**src/rtl/motor_seq_pkg.sv**
```systemverilog
// Shared state encoding for the motor command sequencer.
// No logic; imported by the sequencer top.
package motor_seq_pkg;

    typedef enum logic [2:0] {
        SEQ_DISABLED = 3'd0,
        SEQ_RUN      = 3'd1,
        SEQ_RAMPDOWN = 3'd2,
        SEQ_DWELL    = 3'd3,
        SEQ_BRAKE    = 3'd4
    } seq_state_t;

endpackage

```
**src/rtl/pwm_slew_limiter.sv**
```systemverilog
// Saturating one-step move of a PWM value toward a target.
// Latency: combinational. Backpressure: none (pure function of inputs).
// A zero step bypasses the limit and returns the target regardless of tick.
module pwm_slew_limiter #(
    parameter int K_RES = 10
) (
    input  logic [K_RES-1:0] i_cur,
    input  logic [K_RES-1:0] i_target,
    input  logic [K_RES-1:0] i_step,
    input  logic             i_tick,
    output logic [K_RES-1:0] o_next
);

    logic [K_RES:0] cur_ext;
    logic [K_RES:0] tgt_ext;
    logic [K_RES:0] step_ext;
    logic [K_RES:0] up_sum;
    logic [K_RES:0] dn_floor;

    always_comb begin
        cur_ext  = {1'b0, i_cur};
        tgt_ext  = {1'b0, i_target};
        step_ext = {1'b0, i_step};
        up_sum   = cur_ext + step_ext;
        // Going down: cur-step stays above target iff cur >= target+step.
        dn_floor = tgt_ext + step_ext;
        o_next   = i_cur;
        if (i_step == '0) begin
            o_next = i_target;
        end else if (i_tick) begin
            if (cur_ext < tgt_ext) begin
                o_next = (up_sum >= tgt_ext) ? i_target : up_sum[K_RES-1:0];
            end else if (cur_ext > tgt_ext) begin
                o_next = (cur_ext >= dn_floor) ? (i_cur - i_step) : i_target;
            end
        end
    end

endmodule

```
**src/rtl/motor_cmd_sequencer.sv**
```systemverilog
// Slew-limits the PWM command and sequences safe direction flips (rampdown, brake dwell, flip).
// Latency: 1 cycle, all outputs registered. Backpressure: none, commands are sampled every cycle.
// Priority: disable > brake > direction change > slew.
module motor_cmd_sequencer
    import motor_seq_pkg::*;
#(
    parameter int K_PWMRES = 10,
    parameter int K_DWELLW = 8
) (
    input  logic                i_clk,
    input  logic                i_rst_n,
    input  logic                i_tick,
    input  logic                i_enable,
    input  logic [K_PWMRES-1:0] i_cmd_power,
    input  logic                i_cmd_rev,
    input  logic                i_cmd_brake,
    input  logic [K_PWMRES-1:0] i_param_ramp_step,
    input  logic [K_DWELLW-1:0] i_param_dwell,
    output logic [K_PWMRES-1:0] o_pwm_command,
    output logic                o_reverse,
    output logic                o_brake,
    output logic [2:0]          o_state,
    output logic                o_busy
);

    localparam logic [K_DWELLW-1:0] CNT_ONE = K_DWELLW'(1);

    seq_state_t          state_q, state_d;
    logic [K_PWMRES-1:0] pwm_q, pwm_d;
    logic                rev_q, rev_d;
    logic                brake_q, brake_d;
    logic                busy_q;
    logic [K_DWELLW-1:0] cnt_q, cnt_d;
    logic [K_PWMRES-1:0] slew_target;
    logic [K_PWMRES-1:0] slew_next;

    assign slew_target = (state_q == SEQ_RAMPDOWN) ? '0 : i_cmd_power;

    pwm_slew_limiter #(.K_RES(K_PWMRES)) u_slew (
        .i_cur    (pwm_q),
        .i_target (slew_target),
        .i_step   (i_param_ramp_step),
        .i_tick   (i_tick),
        .o_next   (slew_next)
    );

    always_comb begin
        state_d = state_q;
        pwm_d   = pwm_q;
        rev_d   = rev_q;
        brake_d = brake_q;
        cnt_d   = cnt_q;
        if (!i_enable) begin
            state_d = SEQ_DISABLED;
            pwm_d   = '0;
            brake_d = 1'b0;
        end else if (i_cmd_brake) begin
            state_d = SEQ_BRAKE;
            pwm_d   = '0;
            brake_d = 1'b1;
        end else begin
            case (state_q)
                SEQ_DISABLED, SEQ_BRAKE: begin
                    state_d = SEQ_RUN;
                    pwm_d   = '0;
                    brake_d = 1'b0;
                end
                SEQ_RUN: begin
                    if (i_cmd_rev != rev_q) begin
                        if (pwm_q != '0) begin
                            state_d = SEQ_RAMPDOWN;
                        end else begin
                            state_d = SEQ_DWELL;
                            brake_d = 1'b1;
                            cnt_d   = i_param_dwell;
                        end
                    end else begin
                        pwm_d = slew_next;
                    end
                end
                SEQ_RAMPDOWN: begin
                    if (i_cmd_rev == rev_q) begin
                        state_d = SEQ_RUN;
                    end else if (pwm_q == '0) begin
                        state_d = SEQ_DWELL;
                        brake_d = 1'b1;
                        cnt_d   = i_param_dwell;
                    end else begin
                        pwm_d = slew_next;
                    end
                end
                SEQ_DWELL: begin
                    if (i_cmd_rev == rev_q) begin
                        state_d = SEQ_RUN;
                        brake_d = 1'b0;
                    end else if (cnt_q == '0) begin
                        state_d = SEQ_RUN;
                        rev_d   = i_cmd_rev;
                        brake_d = 1'b0;
                    end else if (i_tick) begin
                        cnt_d = cnt_q - CNT_ONE;
                    end
                end
                default: begin
                    state_d = SEQ_DISABLED;
                    pwm_d   = '0;
                    brake_d = 1'b0;
                end
            endcase
        end
    end

    always_ff @(posedge i_clk or negedge i_rst_n) begin
        if (!i_rst_n) begin
            state_q <= SEQ_DISABLED;
            pwm_q   <= '0;
            rev_q   <= 1'b0;
            brake_q <= 1'b0;
            cnt_q   <= '0;
            busy_q  <= 1'b0;
        end else begin
            state_q <= state_d;
            pwm_q   <= pwm_d;
            rev_q   <= rev_d;
            brake_q <= brake_d;
            cnt_q   <= cnt_d;
            busy_q  <= (state_d == SEQ_RAMPDOWN) || (state_d == SEQ_DWELL);
        end
    end

    assign o_pwm_command = pwm_q;
    assign o_reverse     = rev_q;
    assign o_brake       = brake_q;
    assign o_state       = state_q;
    assign o_busy        = busy_q;

endmodule

```
**config.mk**
```make
export PLATFORM = sky130hd
export DESIGN_NAME = motor_cmd_sequencer
export DESIGN_NICKNAME = d
export VERILOG_FILES = /design/src/rtl/motor_seq_pkg.sv /design/src/rtl/pwm_slew_limiter.sv /design/src/rtl/motor_cmd_sequencer.sv
export SDC_FILE = /design/constraint.sdc
export NUM_CORES = 1
export LEC_CHECK = 0
export BUFFER_PORTS_ARGS = -buffer_cell sky130_fd_sc_hd__buf_2
export CORE_MARGIN = 8
export CORE_UTILIZATION = 45
export CTS_CLUSTER_DIAMETER = 40
export DETAILED_ROUTE_END_ITERATION = 10
export GPL_TIMING_DRIVEN = 0
export PLACE_DENSITY_LB_ADDON = 0.05
export SYNTH_ARGS = -nofsm -noshare
export SYNTH_HDL_FRONTEND = slang
export SYNTH_SLANG_ARGS = --single-unit
```
**constraint.sdc**
```tcl
create_clock -name i_clk -period 7.71 [get_ports i_clk]
set_input_delay 1.1565 -clock i_clk [delete_from_list [all_inputs] [get_ports i_clk]]
set_output_delay 1.1565 -clock i_clk [all_outputs]
set_load 0.01 [all_outputs]
```
==> Word level (Yosys, flattened, before mapping) <==
Index checks and enable logic that the tools add are counted.
{ "totals": {"ff_bits": 24, "inputBits": 34, "output_inout_bits": 16, "elab_cells": 90} }
{ "op_classes": {"add_sub_neg": 4, "n_lt_le_gt_ge": 4, "n_eq_ne": 23, "muxes": 39, "bitwise_logic": 2, "n_reduce_logical": 12} }
{ "op_table": {"columns": ["cell", "count"], "rows": [
  ["two-way mux 10 bit", 12],
  ["two-way mux 8 bit", 7],
  ["case mux 10 bit (3 select lines)", 1],
  ["case mux 8 bit (3 select lines)", 1],
  ["adder 10 x 10 -> 11 bit", 2],
  ["two-way mux 3 bit", 7],
  ["zero test 10 bit", 2],
  ["inequality test 4 bit, second input constant", 5],
  ["equality test 3 x 2 -> 1 bit, second input constant", 4],
  ["inequality test 2 bit, second input constant", 6],
  ["case mux 3 bit (4 select lines)", 1],
  [">= comparator 10 x 11 -> 1 bit", 1],
  [">= comparator 11 x 10 -> 1 bit", 1],
  ["greater-than comparator 10 bit", 1],
  ["less-than comparator 10 bit", 1],
  ["AND reduction 10 bit", 1],
  ["AND reduction 5 bit", 2],
  ["nonzero test 10 bit", 1],
  ["subtractor 10 bit", 1],
  ["two-way mux 1 bit", 9],
  ["zero test 8 bit", 1],
  ["subtractor 8 x 1 -> 8 bit, second input constant", 1],
  ["inequality test 5 bit, second input constant", 1],
  ["inequality test 4 x 3 -> 1 bit, second input constant", 1],
  ["13 further kinds", 14]
]} }

==> Depth between registers and ports, before layout <==
Gate-level depths: netlist of run 1.
{ "logic_depth": {"depth_word": 14, "depth_mapped": 25, "ltp_nobuf": 22} }

==> Modules after synthesis <==
Synthesis of run 1 repeated with hierarchy kept, for this count alone.
{ "hier_totals": {"cells_unflattened": 511, "area_unflattened_um2": 4060.1} }
{ "by_module_without_submodules": {"columns": ["mod", "n_inst", "cells_per_inst", "area_per_inst_um2", "seq_area_each_um2"], "rows": [
  ["pwm_slew_limiter", 1, 349, 2622.5, 0.0],
  ["motor_cmd_sequencer", 1, 162, 1437.6, 600.6]
]} }

==> Worst setup path after synthesis of run 1 <==
Ideal clock, no wire load.
{ "synth_path": {"kind": "register to register", "start": "reg state_q[2] (netlist: o_state[2])", "end": "reg pwm_q[4] (netlist: o_pwm_command[4])", "setup_ns": 0.087, "arrival_ns": 4.859, "required_ns": 7.623, "setup_slack_ns": 2.764, "stages_incl_launch_ff": 26, "n_path_buf": 4, "cell_sequence": "dfrtp_1 buf_6 or3b_4 buf_6 clkbuf_1 and2_1 ha_1 ha_1 a21o_1 a21oi_1 a2111oi_2 a41oi_2 o211ai_2 o21ai_0 nand2b_1 a21oi_1 xor2_1 ha_1 o2111ai_1 a21oi_1 o21ai_0 nor3_1 a21bo_2 or3b_1 buf_2 o211ai_1"} }
{ "synth_via": {"elab_chain_cells": 14, "elab_cells_between_ends": 26, "classes_between": "add/sub: 1; order compare: 4; eq/ne: 7; mux: 13; reduce/logical: 1"} }
{ "synth_rtl": {"columns": ["item", "line_no", "text"], "rows": [
  ["start, declared", "motor_cmd_sequencer.sv:28", "seq_state_t state_q, state_d;"],
  ["start signal, assigned", "motor_cmd_sequencer.sv:122", "state_q <= state_d;"],
  ["equality test 3 x 2 -> 1 bit", "motor_cmd_sequencer.sv:37, motor_cmd_sequencer.sv:62", null],
  ["two-way mux 10 bit", "motor_cmd_sequencer.sv:37", "assign slew_target = (state_q == SEQ_RAMPDOWN) ? '0 : i_cmd_power;"],
  ["adder 10 x 10 -> 11 bit", "pwm_slew_limiter.sv:26", "dn_floor = tgt_ext + step_ext;"],
  [">= comparator 10 x 11 -> 1 bit", "pwm_slew_limiter.sv:34", "o_next = (cur_ext >= dn_floor) ? (i_cur - i_step) : i_target;"],
  ["two-way mux 10 bit", "pwm_slew_limiter.sv:34", null],
  ["two-way mux 10 bit", "pwm_slew_limiter.sv:33", "end else if (cur_ext > tgt_ext) begin"],
  ["two-way mux 10 bit", "pwm_slew_limiter.sv:31", "if (cur_ext < tgt_ext) begin"],
  ["two-way mux 10 bit", "pwm_slew_limiter.sv:30", "end else if (i_tick) begin"],
  ["two-way mux 10 bit", "pwm_slew_limiter.sv:28", "if (i_step == '0) begin"],
  ["two-way mux 10 bit", "motor_cmd_sequencer.sv:84", "end else if (pwm_q == '0) begin"],
  ["two-way mux 10 bit", "motor_cmd_sequencer.sv:82", "if (i_cmd_rev == rev_q) begin"],
  ["case mux 10 bit (3 select lines)", "motor_cmd_sequencer.sv:62", "case (state_q)"],
  ["two-way mux 10 bit", "motor_cmd_sequencer.sv:57", "end else if (i_cmd_brake) begin"],
  ["two-way mux 10 bit", "motor_cmd_sequencer.sv:53", "if (!i_enable) begin"],
  ["end signal, assigned", "motor_cmd_sequencer.sv:123", "pwm_q <= pwm_d;"],
  ["end, declared", "motor_cmd_sequencer.sv:29", "logic [K_PWMRES-1:0] pwm_q, pwm_d;"]
]} }
Parallel ways exist; a longest one is shown, timed or not. The select of a mux whose other input is x is not followed.
A chain may end at the register's enable or synchronous reset.

==> Final worst setup path of run 1 <==
{ "layout_path": {"start": "reg state_q[2] (netlist: o_state[2])", "end": "reg pwm_q[7] (netlist: o_pwm_command[7])"} }
The elaborated chain is that of the path after synthesis.

==> results.md, run 1 <==
* HPWL Detailed at 8.70 mm
* Clock tree from TritonCTS: built
* Switching share of total power at 0.387
* DRT iter0 DRCs at 162
* Area grow syn2layout at 12.0%
* Critical path required time at 7.91 ns
* CTS H-tree depth at 1
* Worst Slack Setup Final at 2.01 ns
* Top delay family on crit path: compound AO/OA/AOI/OAI gates
* Final worst-path cycle share at 0.739
* Hold Crit Class: reg -> reg
* Leakage Power at 1.96 nW
* Flop pwr share at 0.367
* DRC violations left at 0
* Fmax at 175 MHz
* P_int at 0.263 mW
* Nets at 592
* Final Util at 0.523
* Max IR drop VDD at 76.5 uV
* Antenna Cells at 0
* Clock sinks at 24
* Arr. time, crit path at 5.90 ns
* Top FF cell, synth: dfrtp_1
* Post-synthesis cell type count at 75
* Post-Route WL at 10.7 mm
* Seq/Total Area, Yosys at 0.167
* Power Density at 106 mW/mm^2
* Reg2Reg Depth at 25
* Initial Util at 0.467
* Skew final at 0.00552 ns
* I/O Buffers at 49
* Synthesized area at 0.00361 mm^2
* Synth area leaders: ha_1 (18%), dfrtp_1 (17%), nand2_1 (4.1%), a21oi_1 (3.9%), xnor2_1 (3.9%)
* Sequential cell area at 601 um^2
* Antenna violations before repair at 0
* Die width at 106 um
* Post-CTS resize count at 0
* RSZ-0062 raised after global routing: no
* Core ar. at 0.00773 mm^2
* Power Total at 0.429 mW
* Share of the synthesized area in the top cell type at 0.184
* Clock latency on the worst-skew pair at 0.27 ns
* Number of I/O pins at 50
* FILL cells at 771
* Ys Warns at 0
* Grt ovf at 0
* CTS Buf Count at 3
* Top cells by count, synth: ha_1 (53), nand2_1 (39), inv_1 (32)
* Clk slew on worst S/H paths at 0.10 ns
* Worst hold slack at 0.528 ns
* Total global-route track usage at 0.189
* R2R Setup Slk at 2.01 ns
* # setup viols final at 0
* Final Wtd Congestion at 0.888
* Worst setup EP type: register
* Mapped Nets at 538
* Syn avg cell area at 8.03 um^2
* Tmin final at 5.70 ns
* CTS max path bufs at 2
* Worst reg2reg path startpoint: o_state[2]$_DFF_PN0_
* Hold Path Origin: cnt_q[5]$_DFFE_PN0P_
* First-pass iteration count of the detailed router at 4
* Sw Pwr at 0.166 mW
* Min-Delay Endpoint: cnt_q[5]$_DFFE_PN0P_
* Final hold vios at 0
* Reg-to-Reg End: o_pwm_command[7]$_DFFE_PN0P_
* Vias per cell at 5.93
* Flops & latches, synth at 24
* Slew Limit Fails at 0
* Hold Buf Count CTS at 0
* Most frequent cell after synthesis: ha_1
* First-pass GRT wire length at 17.5 mm
* Share of flip-flops with an asynchronous set or reset at 1.00
* WHS Path Cells at 1
* DP Worst Slack at 1.84 ns
* Die height at 106 um
* Tightest Pin Transition at 1.05 ns
* Vias in the first global route at 3645
* DR WL/cell at 17.8 um
* Clock Tree Root: clkbuf_8
* Clock share of power at 0.214
* Area occupied by multi-input gates at 0.00281 mm^2
* Critical path class: reg -> reg
* Share of layout cells above drive strength 1 at 0.161
* Cell Rows at 32
* Final Instance Count excl. Fillers at 604
* Worst setup SP type: register
* Yosys top cell by area: ha_1
* Slew margin rel. at 0.298
* Status: finished, final reports clean
* Comb power frac at 0.419
* CP Max Fanout at 10
* Vias at 3582
* Max cap viols at 0
* Fin Setup TNS at 0 ns
* Buf/Inv on CP at 4
* Synth Instances at 449
* Largest net degree at the start of global routing at 25
* Critical Path Max Stage Delay at 0.43 ns
* Post-placement cell count at 600
* Design area at 0.00404 mm^2
* Area post-placement at 0.00398 mm^2
* EDFF count, synth at 0
* Setup Fix Bufs, Post-CTS at 0
* Routed Antenna Nets at 0
* Slowest cell on the critical path: or3b_4
* Die Area at 0.0111 mm^2
## routing by layer
layer | track usage | wire, um | vias to the layer above
met1 | 0.228 | 4750 | 1696
li1 | - | - | 1788
met4 | 0.0442 | 62 | 0
met2 | 0.344 | 5340 | 90
met5 | 0 | 0 | -
met3 | 0.0250 | 573 | 8
## layout make-up
class / instances / area share
buffer: 14 / 0.0195
clock buffer: 4 / 0.0136
inverter: 33 / 0.0310
multi-input combinational: 378 / 0.695
sequential: 24 / 0.149
tap: 102 / 0.0316
timing repair buffer: 49 / 0.0607
## cell usage in the layout (no fill, tap or decap), types with 5 or more instances in the layout
cell       n
a22o_1     6
dfrtp_1   24
nor3_1    10
o211ai_1   8
nand4_1    8
buf_2     52
o21ai_0   22
nand2_1   39
nand3_1    9
nor4_1     8
nor2_1    27
and2_1     5
xnor2_1   16
nor2b_1   12
nand2b_1   9
a22oi_1    7
a21o_1    10
xor2_1     8
a31oi_1    7
clkbuf_1   8
a21oi_1   28
ha_1      53
or3_1      5
inv_1     32
## kinds of logic after synthesis
logic type,Yosys count,synth area share
compound gates,143,0.293
xor+xnor,24,0.0583
fa+ha+maj,57,0.201
buf+inv,47,0.0566
flops,24,0.167
mux,2,0.00590
simple gates,152,0.220
## registers in the layout (all words and copies together) (netlist names)
register       flops
o_pwm_command     10
cnt_q              8
o_state            3
o_brake            1
o_busy             1
o_reverse          1
## power by group through the flow
stage / Combinational, mW / Sequential (mW) / Clock [mW]
CTS: 0.180 / 0.157 / 0.0958
global placement: 0.176 / 0.160 / 0
finish: 0.180 / 0.157 / 0.0918
global route: 0.200 / 0.160 / 0.0997
floorplan: 0.128 / 0.157 / 0
detailed placement: 0.180 / 0.159 / 0
## worst max-delay path by stage
stage | startpoint | to | slack, ns | cells past startpoint
floorplan | o_state[2]$_DFF_PN0_ | o_pwm_command[4]$_DFFE_PN0P_ | 2.76 | 25
global placement | i_param_ramp_step[1] | o_pwm_command[3]$_DFFE_PN0P_ | 1.94 | 20
detailed placement | i_param_ramp_step[1] | o_pwm_command[5]$_DFFE_PN0P_ | 1.84 | 20
CTS | o_state[2]$_DFF_PN0_ | o_pwm_command[7]$_DFFE_PN0P_ | 1.97 | 25
global route | o_state[2]$_DFF_PN0_ | o_pwm_command[9]$_DFFE_PN0P_ | 1.61 | 25
finish | o_state[2]$_DFF_PN0_ | o_pwm_command[7]$_DFFE_PN0P_ | 2.01 | 25
(Power assumes the default switching activity.)
==> run 2: changes to the inputs <==
- ABC_AREA: not set -> 1
- clock period: 7.71 -> 4.93 ns (I/O delays scaled with it)
==> run 2 against run 1 <==
Against the previous run:
- cell count up 32%
- utilization down 1.3 points
- maximum frequency rose by 46%
- wire length rose by 16%
- clock power increased by 93%
- via count up 20%
- synthesized cell count is 42% higher
==> results.md, run 2 <==
* Fin Setup TNS at 0 ns
* Post-Route WL at 12.5 mm
* Largest net degree at the start of global routing at 25
* CTS max path bufs at 2
* Post-placement cell count at 793
* RSZ-0062 raised after global routing: no
* HPWL Detailed at 10.1 mm
* Clock sinks at 24
* Leakage Power at 2.62 nW
* Share of layout cells above drive strength 1 at 0.126
* Reg2Reg Depth at 32
* Flop pwr share at 0.304
* Clock tree from TritonCTS: built
* Met3 Usage GRT at 0.0328
* Die Area at 0.0120 mm^2
* Hold Crit Class: in -> async
* Die width at 110 um
* Most frequent cells in the layout: nand2_1 (184), inv_1 (80), nor2_1 (55)
* R2R Setup Slk at 1.03 ns
* Synth Instances at 636
* Initial Util at 0.457
* Final Wtd Congestion at 0.907
* Worst Slack Setup Final at 1.03 ns
* P_int at 0.467 mW
* I/O Buffers at 49
* Reg-to-Reg End: o_pwm_command[9]$_DFFE_PN0P_
* Routed Antenna Nets at 0
* Clock latency on the worst-skew pair at 0.27 ns
* GRT Max-Usage Layer: met2
* FILL cells at 946
* DRC violations left at 0
* Post-synthesis cell type count at 40
* First-pass GRT wire length at 20.7 mm
* Post-CTS resize count at 0
* GR Util met2 at 0.339
* Top FF cell, synth: dfrtp_1
* CTS Buf Count at 3
* Seq/Total Area, Yosys at 0.152
* Worst setup SP type: register
* Clk slew on worst S/H paths at 0.09 ns
* Critical path required time at 5.10 ns
* Clock share of power at 0.220
* Synth area leaders: nand2_1 (17%), ha_1 (17%), dfrtp_1 (15%), inv_1 (7.6%), nand3_1 (6.3%)
* Area grow syn2layout at 11.4%
* Worst setup EP type: register
* Max cap viols at 0
* Nets at 779
* Tightest Pin Transition at 0.560 ns
* Most common cell after layout, fill and taps aside: nand2_1
* Area occupied by multi-input gates at 0.00294 mm^2
* Most frequent cell on the critical path: nand2_1
* Final worst-path cycle share at 0.791
* Max IR drop VDD at 183 uV
* Antenna Cells at 0
* Final Util at 0.509
* DP Worst Slack at 1.01 ns
* Switching share of total power at 0.421
* Largest register FFs at 10
* Power Density at 183 mW/mm^2
* Setup Fix Bufs, Post-CTS at 0
* Final hold vios at 0
* Total global-route track usage at 0.218
* Syn avg cell area at 6.21 um^2
* Mapped Nets at 725
* GR Layer Usage met1 at 0.316
* CP Max Fanout at 10
* Fmax at 256 MHz
* Cell Rows at 34
* Slew margin rel. at 0.626
* DRT iter0 DRCs at 281
* # setup viols final at 0
* Tmin final at 3.90 ns
* Number of I/O pins at 50
* Hold Buf Count CTS at 0
* Vias per cell at 5.41
* Clock Tree Root: clkbuf_8
* Worst reg2reg path startpoint: o_state[1]$_DFF_PN0_
* Ys Warns at 0
* Vias in the first global route at 4124
* Share of flip-flops with an asynchronous set or reset at 1.00
* Core ar. at 0.00864 mm^2
* Final Instance Count excl. Fillers at 797
* Sequential cell area at 601 um^2
* Vias at 4315
* Grt ovf at 0
* Die height at 110 um
* Critical path class: reg -> reg
* DR WL/cell at 15.7 um
* Status: finished, final reports clean
* Yosys top cell by area: nand2_1
* Antenna violations before repair at 0
* EDFF count, synth at 0
* Comb power frac at 0.476
* Critical Path Max Stage Delay at 0.41 ns
* Sw Pwr at 0.340 mW
* Slew Limit Fails at 0
* Synthesized area at 0.00395 mm^2
* Flops & latches, synth at 24
* Most frequent cell after synthesis: nand2_1
* Arr. time, crit path at 4.07 ns
* Slowest cell on the critical path: dfrtp_1
* Skew final at 0.00537 ns
* Share of the synthesized area in the top cell type at 0.175
* First-pass iteration count of the detailed router at 4
* Power Total at 0.807 mW
* CTS H-tree depth at 1
* Top cells by count, synth: nand2_1 (184), inv_1 (80), nor2_1 (55)
run 2: routing by layer:
layer  vias up  share of wire  routed length, um
li1       2182              -                  -
met3        13          0.062                773
met5         -              0                  0
met1      2005           0.48               6050
met2       115           0.44               5490
met4         0          0.013                163
run 2: worst max path at each step:
stage / start / depth (start not counted) / endpoint / slack [ns]
4_1_cts: o_state[1]$_DFF_PN0_ / 32 / o_pwm_command[0]$_DFFE_PN0P_ / 1.02
3_5_place_dp: i_param_ramp_step[0] / 21 / o_pwm_command[9]$_DFFE_PN0P_ / 1.01
2_1_floorplan: o_state[2]$_DFF_PN0_ / 31 / o_pwm_command[1]$_DFFE_PN0P_ / 1.58
3_3_place_gp: i_param_ramp_step[0] / 21 / o_pwm_command[8]$_DFFE_PN0P_ / 1.05
5_1_grt: o_state[1]$_DFF_PN0_ / 32 / o_pwm_command[0]$_DFFE_PN0P_ / 0.49
6_report: o_state[1]$_DFF_PN0_ / 32 / o_pwm_command[9]$_DFFE_PN0P_ / 1.03
run 2: kinds of logic (layout without fill, tap and decap cells):
family                   count (synthesis)  count (layout)  synth area share
AND/OR/NAND/NOR                        330             330             0.364
AO/OA/AOI/OAI                           99              99             0.145
XOR/XNOR                                24              24            0.0532
buffers and inverters                  103             156             0.104
multiplexers                             1               1           0.00285
adder cells (fa/ha/maj)                 55              55             0.178
flip-flops                              24              24             0.152
run 2: layout make-up:
cell class	instances	share of cell area
clock buffers	3	0.00939
flip-flops and latches	24	0.137
multi-input cells	509	0.668
plain buffers	15	0.0176
well taps	108	0.0307
repair buffers	49	0.0557
clock inverters	1	0.00683
inverters	88	0.0757
run 2: power groups by stage:
stage | combinational, mW | sequential (mW) | clock (mW)
finish | 0.385 | 0.245 | 0.177
global route | 0.445 | 0.249 | 0.189
floorplan | 0.274 | 0.244 | 0
global placement | 0.371 | 0.248 | 0
detailed placement | 0.379 | 0.249 | 0
CTS | 0.381 | 0.245 | 0.181
run 2: through the flow:
| step | hold slack, ns | cell area (um^2) |
|---|---|---|
| floorplan | 0.444 | 3950 |
| global placement | 0.502 | 4330 |
| detailed placement | 0.511 | 4330 |
| CTS | 0.468 | 4400 |
| global route | 0.485 | 4400 |
| finish | 0.450 | 4400 |
run 2: critical path: cells and delay by family, from the launching register on:
family / cells / cell delay, ns
compound gates: 4 / 0.61
flops: 1 / 0.41
fa+ha+maj: 2 / 0.52
xor+xnor: 1 / 0.17
buf+inv: 6 / 0.81
simple gates: 19 / 1.26
